**src/rtl/async_reset_shift_reg.sv**
```systemverilog
// async_reset_shift_reg
//   WIDTH-bit, DEPTH-stage enabled shift register. Every stage resets
//   asynchronously to INIT. A synchronous clear also reloads INIT. A saturating
//   counter tracks the enabled shifts since the last reset or clear, so
//   "primed" marks the point where every stage holds post-reset data.
//
// Ports
//   clk     in   rising-edge clock
//   rst     in   asynchronous, active-high reset (release must be synchronised by caller)
//   en      in   shift enable
//   clr     in   synchronous clear, wins over en
//   d       in   [WIDTH-1:0] data into stage 0
//   q       out  [WIDTH-1:0] data from stage DEPTH-1
//   primed  out  high once DEPTH enabled shifts have happened since rst/clr
//   count   out  [$clog2(DEPTH+1)-1:0] enabled shifts since rst/clr, saturating at DEPTH

module async_reset_shift_reg #(
  parameter int               WIDTH = 1,
  parameter int               DEPTH = 3,
  parameter logic [WIDTH-1:0] INIT  = '0
) (
  input  logic                         clk,
  input  logic                         rst,
  input  logic                         en,
  input  logic                         clr,
  input  logic [WIDTH-1:0]             d,
  output logic [WIDTH-1:0]             q,
  output logic                         primed,
  output logic [$clog2(DEPTH+1)-1:0]   count
);

  localparam int             CW      = $clog2(DEPTH + 1);
  localparam logic [CW-1:0]  CNT_MAX = CW'(DEPTH);

  logic [WIDTH-1:0] s [DEPTH];
  logic [CW-1:0]    cnt;

  always_ff @(posedge clk or posedge rst) begin
    if (rst) begin
      for (int i = 0; i < DEPTH; i++) s[i] <= INIT;
      cnt <= '0;
    end else if (clr) begin
      for (int i = 0; i < DEPTH; i++) s[i] <= INIT;
      cnt <= '0;
    end else if (en) begin
      s[0] <= d;
      for (int i = 1; i < DEPTH; i++) s[i] <= s[i-1];
      // Saturate rather than wrap so primed stays high until rst/clr.
      if (cnt != CNT_MAX) cnt <= cnt + CW'(1);
    end
  end

  // While rst is high the outputs are forced to their reset values directly,
  // independent of how the flops resolve during the reset pulse.
  assign q      = rst ? INIT : s[DEPTH-1];
  assign primed = !rst && (cnt == CNT_MAX);
  assign count  = rst ? '0 : cnt;

endmodule

```
**config.mk**
```make
export PLATFORM = sky130hd
export DESIGN_NAME = async_reset_shift_reg
export DESIGN_NICKNAME = d
export VERILOG_FILES = /design/src/rtl/async_reset_shift_reg.sv
export SDC_FILE = /design/constraint.sdc
export NUM_CORES = 1
export LEC_CHECK = 0
export ABC_AREA = 1
export CORE_AREA = 2 2 39 41
export DETAILED_ROUTE_END_ITERATION = 8
export DIE_AREA = 0 0 41 43
export PLACE_DENSITY = 0.38
export SLEW_MARGIN = 5
export SYNTH_ARGS = -nofsm -noshare
export SYNTH_HDL_FRONTEND = slang
export SYNTH_SLANG_ARGS = --single-unit
```
**constraint.sdc**
```tcl
create_clock -name clk -period 1.15 [get_ports clk]
set_input_delay 0.115 -clock clk [delete_from_list [all_inputs] [get_ports clk]]
set_output_delay 0.115 -clock clk [all_outputs]
set_load 0.02 [all_outputs]
```
Yosys cells after proc, flatten, opt, wreduce, memory -nomap -nowiden. Cells that the tools add are included.

Bits in registers: 5. Bits in writable memories: 0. Memory bits (read-only): 0. Memories: 0. Output and inout bits: 4. Bits of input ports: 5. Logic and storage cells: 19. Latch bits: 0.

Reductions and logical operators: 5. Add/subtract/negate cells: 1. Bitwise operators: 0. Order comparisons: 0. Equality and inequality tests: 2. Shift-type cells: 0. Div/mod/pow operators: 0. $mul: 0. Mux-type cells: 7.

Operators with widths (number): two-way mux 2 bit (4); two-way mux 3 bit (2); nonzero test 2 bit (2); adder 2 x 1 -> 2 bit (second input constant) (1); equality test 2 bit (second input constant) (1); != test 2 bit (second input constant) (1); AND reduction 2 bit (1); logical AND 1 bit (1); logical NOT 1 bit (1); two-way mux 1 bit (1).

Depth between registers and ports, before layout.
Depth after elaboration: 4. Gate-level depth with buffers: 5. Mapped depth without buffers: 5.

Worst setup path after synthesis. OpenSTA, ideal clock, no wires.

Path kind: register to output. From: register cnt[0]. To: output port primed. Buffers on the path: 0. Stages on the path, launching flop included: 4. Setup slack: 0.159 ns. Arrival time: 0.876 ns. Required time: 1.035 ns. Cells stage by stage: dfrtp_1 -> ha_1 -> inv_1 -> nor2_1.

Word-level cells in the longest chain between the ends: 2.

RTL lines: start, declared (line 36) `logic [CW-1:0] cnt;`; start signal, assigned (line 49) `if (cnt != CNT_MAX) cnt <= cnt + CW'(1);`; equality test 2 bit (line 56) `assign primed = !rst && (cnt == CNT_MAX);`; logical AND 1 bit (line 56); end, declared (line 28) `output logic primed,`.

No other way between the ends.

Worst setup path after layout.
From: register cnt[1]. To: output port primed.

The elaborated chain is that of the path after synthesis.

==> flow_summary_export.csv <==
group,metric,value,unit
drt,routedWlPerCell,8.87,um
grt,grt_pass1_wl,986,um
timing,fin_skew,0.0000936,ns
logic_synthesis,yosys_warnings,0,
logic_synthesis,synth_area,260,um2
critical_path,end_kind,"output port",
critical_path,r2r_start,"cnt[1]$_DFFE_PP0P_",
critical_path,start_kind,"flop",
logic_synthesis,synth.top_cell.area_share,0.481,
logic_synthesis,synth_cell_type_count,11,
die,die_h,43,um
timing,rsz0062_at_grt,"yes",
drt,ant_nets,0,
logic_synthesis,yosys-top-cells-area,"dfrtp_1 (48%), nand2_1 (12%), inv_1 (8.7%)",
critical_path,crit_type,"reg2out",
timing,worstMarginPinSlew,0.222,ns
status,outcome,"completed",
grt,grt.total_usage,0.0884,
clock_network,cts-root-buf,"clkbuf_4",
die,die_w,41,um
logic_synthesis,synthesis.nets,41,
power,power.density,1100,nW/um2
die,die-area,1760,um2
grt,first_global_vias,258,
logic_synthesis,synth_top_cell_by_area,"dfrtp_1",
critical_path,cp_cell_sequence,"ha_2, inv_2, nor2_2, buf_6",
critical_path,crit_start,"cnt[1]$_DFFE_PP0P_",
drt,post_drt_via_cell_ratio,3.94,
logic_synthesis,yosysSeqAreaShare,0.481,
critical_path,slowest_stage,"dfrtp_1",
timing,fmax,0.874,GHz
die,start_util,0.188,
power,leakage,0.227,nW
drt,dr.first_iter.drc_count,11,
finish,antenna_cells,0,
logic_synthesis,synth.avg_cell_area,7.44,um2
placement,io_buffers,8,
finish,syn_to_final_growth,68.7,%
placement,place_congestion,0.667,
grt,grt-ovfl-total,0,
finish,drive_above_1_share,0.352,
timing,final_max_slew_viol_count,0,
run,drv_cap,0,
drt,dr_total_vias,276,
clock_network,cts_buffers,3,
logic_synthesis,ys_seq_elements,5,
finish,mostFrequentLayoutCells,"nand2_1 (8), buf_4 (8), inv_1 (5), dfrtp_1 (5)",
clock_network,ctsHtreeMaxLevel,1,
timing,fin_crit_sh,0.994,
die,core,1380,um2
critical_path,crit_arrival,1.03,ns
timing,final-setup-viol-count,0,
die,rows,14,
clock_network,cts_tree,"built",
timing,final-hold-violation-count,0,
timing,max-slew-margin-rel,0.852,
grt,grt_antenna_before_repair,0,
critical_path,slowest_delay,0.38,ns
critical_path,cp_max_fo,2,
timing,timing.final.crit_period,1.14,ns
logic_synthesis,synth_cells,35,
die,ioPinCount,9,
finish,design_area,439,um2
finish,final_cells,70,
drt,routed_wl,621,um
drt,drtPass1Iterations,5,
clock_network,ctsLongestPathBuffers,2,
placement,dpl_cell_area,405,um2
critical_path,cp.required,1.03,ns
clock_network,clkLatencyLatePin,0.24,ns
finish,final_nets,61,
placement,dp_cells,65,
power,power,0.000481,W
clock_network,cts_num_sinks,5,
finish,fillers,165,
power,ir_drop,0.000367,V
timing,fin_tns_setup,0,ns
drt,drc,0,
grt,grt_start_max_net_pins,8,
worst_hold_path,hold_path.class,"in2async",
clock_network,clk_pin_slew_worst_paths,0.05,ns
[through the flow]
| step | util | setup WS [ns] | hold WS, ns |
|---|---|---|---|
| after floorplan | - | 0.159 | -0.106 |
| after global placement | 0.293 | -0.293 | 0.452 |
| after detailed placement | 0.293 | -0.299 | 0.465 |
| after CTS | 0.306 | -0.0240 | 0.205 |
| after global routing | 0.317 | -0.0507 | 0.250 |
| final | 0.317 | 0.00640 | 0.220 |
[power by group]
| part | switching (W) | internal, W | leakage [nW] |
|---|---|---|---|
| combinational | 0.0000418 | 0.0000432 | 0.145 |
| sequential | 0.00000516 | 0.000186 | 0.0673 |
| clock | 0.0000740 | 0.000131 | 0.0150 |
[layout make-up]
cell class / instances / area (um2) / area share
inverters: 7 / 26.3 / 0.0598
flip-flops and latches: 5 / 125 / 0.285
well taps: 16 / 20.0 / 0.0456
clock buffers: 4 / 26.3 / 0.0598
repair buffers: 15 / 128 / 0.291
multi-input cells: 23 / 114 / 0.259
[layer usage]
metal  vias up  global-route usage  wire length (um)
met4         0              0.0800                 0
met2        11               0.119               300
met3         0              0.0314                45
met5         -                   0                 0
li1        147                   -                 -
met1       118               0.103               275
[cells in the mapped netlist, drive strengths merged]
cell type and instances:
nand2 9, inv 7, dfrtp 5, nor2 5, nand3 4, a21oi 2, ha 1, nand4 1
o21ai 1
[sequential cells by signal, indices dropped and copies added (netlist names)]
| register | count |
|---|---|
| cnt | 2 |
| s | 3 |
[critical path, delay by kind of cell, from the launching register on]
| kind | cells | cell delay [ns] |
|---|---|---|
| fa+ha+maj | 1 | 0.19 |
| buf+inv | 2 | 0.19 |
| flops | 1 | 0.38 |
| simple gates | 1 | 0.03 |
[final timing paths]
check                                          end  slack [ns]  cells past startpoint
worst max-delay path                        primed       0.006                      4
worst min-delay path              s[2]$_DFFE_PP0P_        0.22                      2
worst max register to register  cnt[1]$_DFFE_PP0P_        0.02                      7
worst min register to register    s[2]$_DFFE_PP0P_        0.52                      2
max in group asynchronous       cnt[0]$_DFFE_PP0P_        0.74                      2
min in group clk                  s[2]$_DFFE_PP0P_        0.43                      3
[cell families (layout without fill, tap and decap cells)]
| group | after synthesis | in the layout | synth area share |
|---|---|---|---|
| buf+inv | 7 | 26 | 0.101 |
| compound gates | 3 | 3 | 0.0577 |
| fa+ha+maj | 1 | 1 | 0.0481 |
| flops | 5 | 5 | 0.481 |
| simple gates | 19 | 19 | 0.313 |
[timing repair]
action,in CTS,in global routing
gates resized for setup,18,3
hold buffers,0,0
setup buffers,0,1
pin swaps,0,1
setup endpoints to repair,4,2
Power figures use the tool's default switching activity.
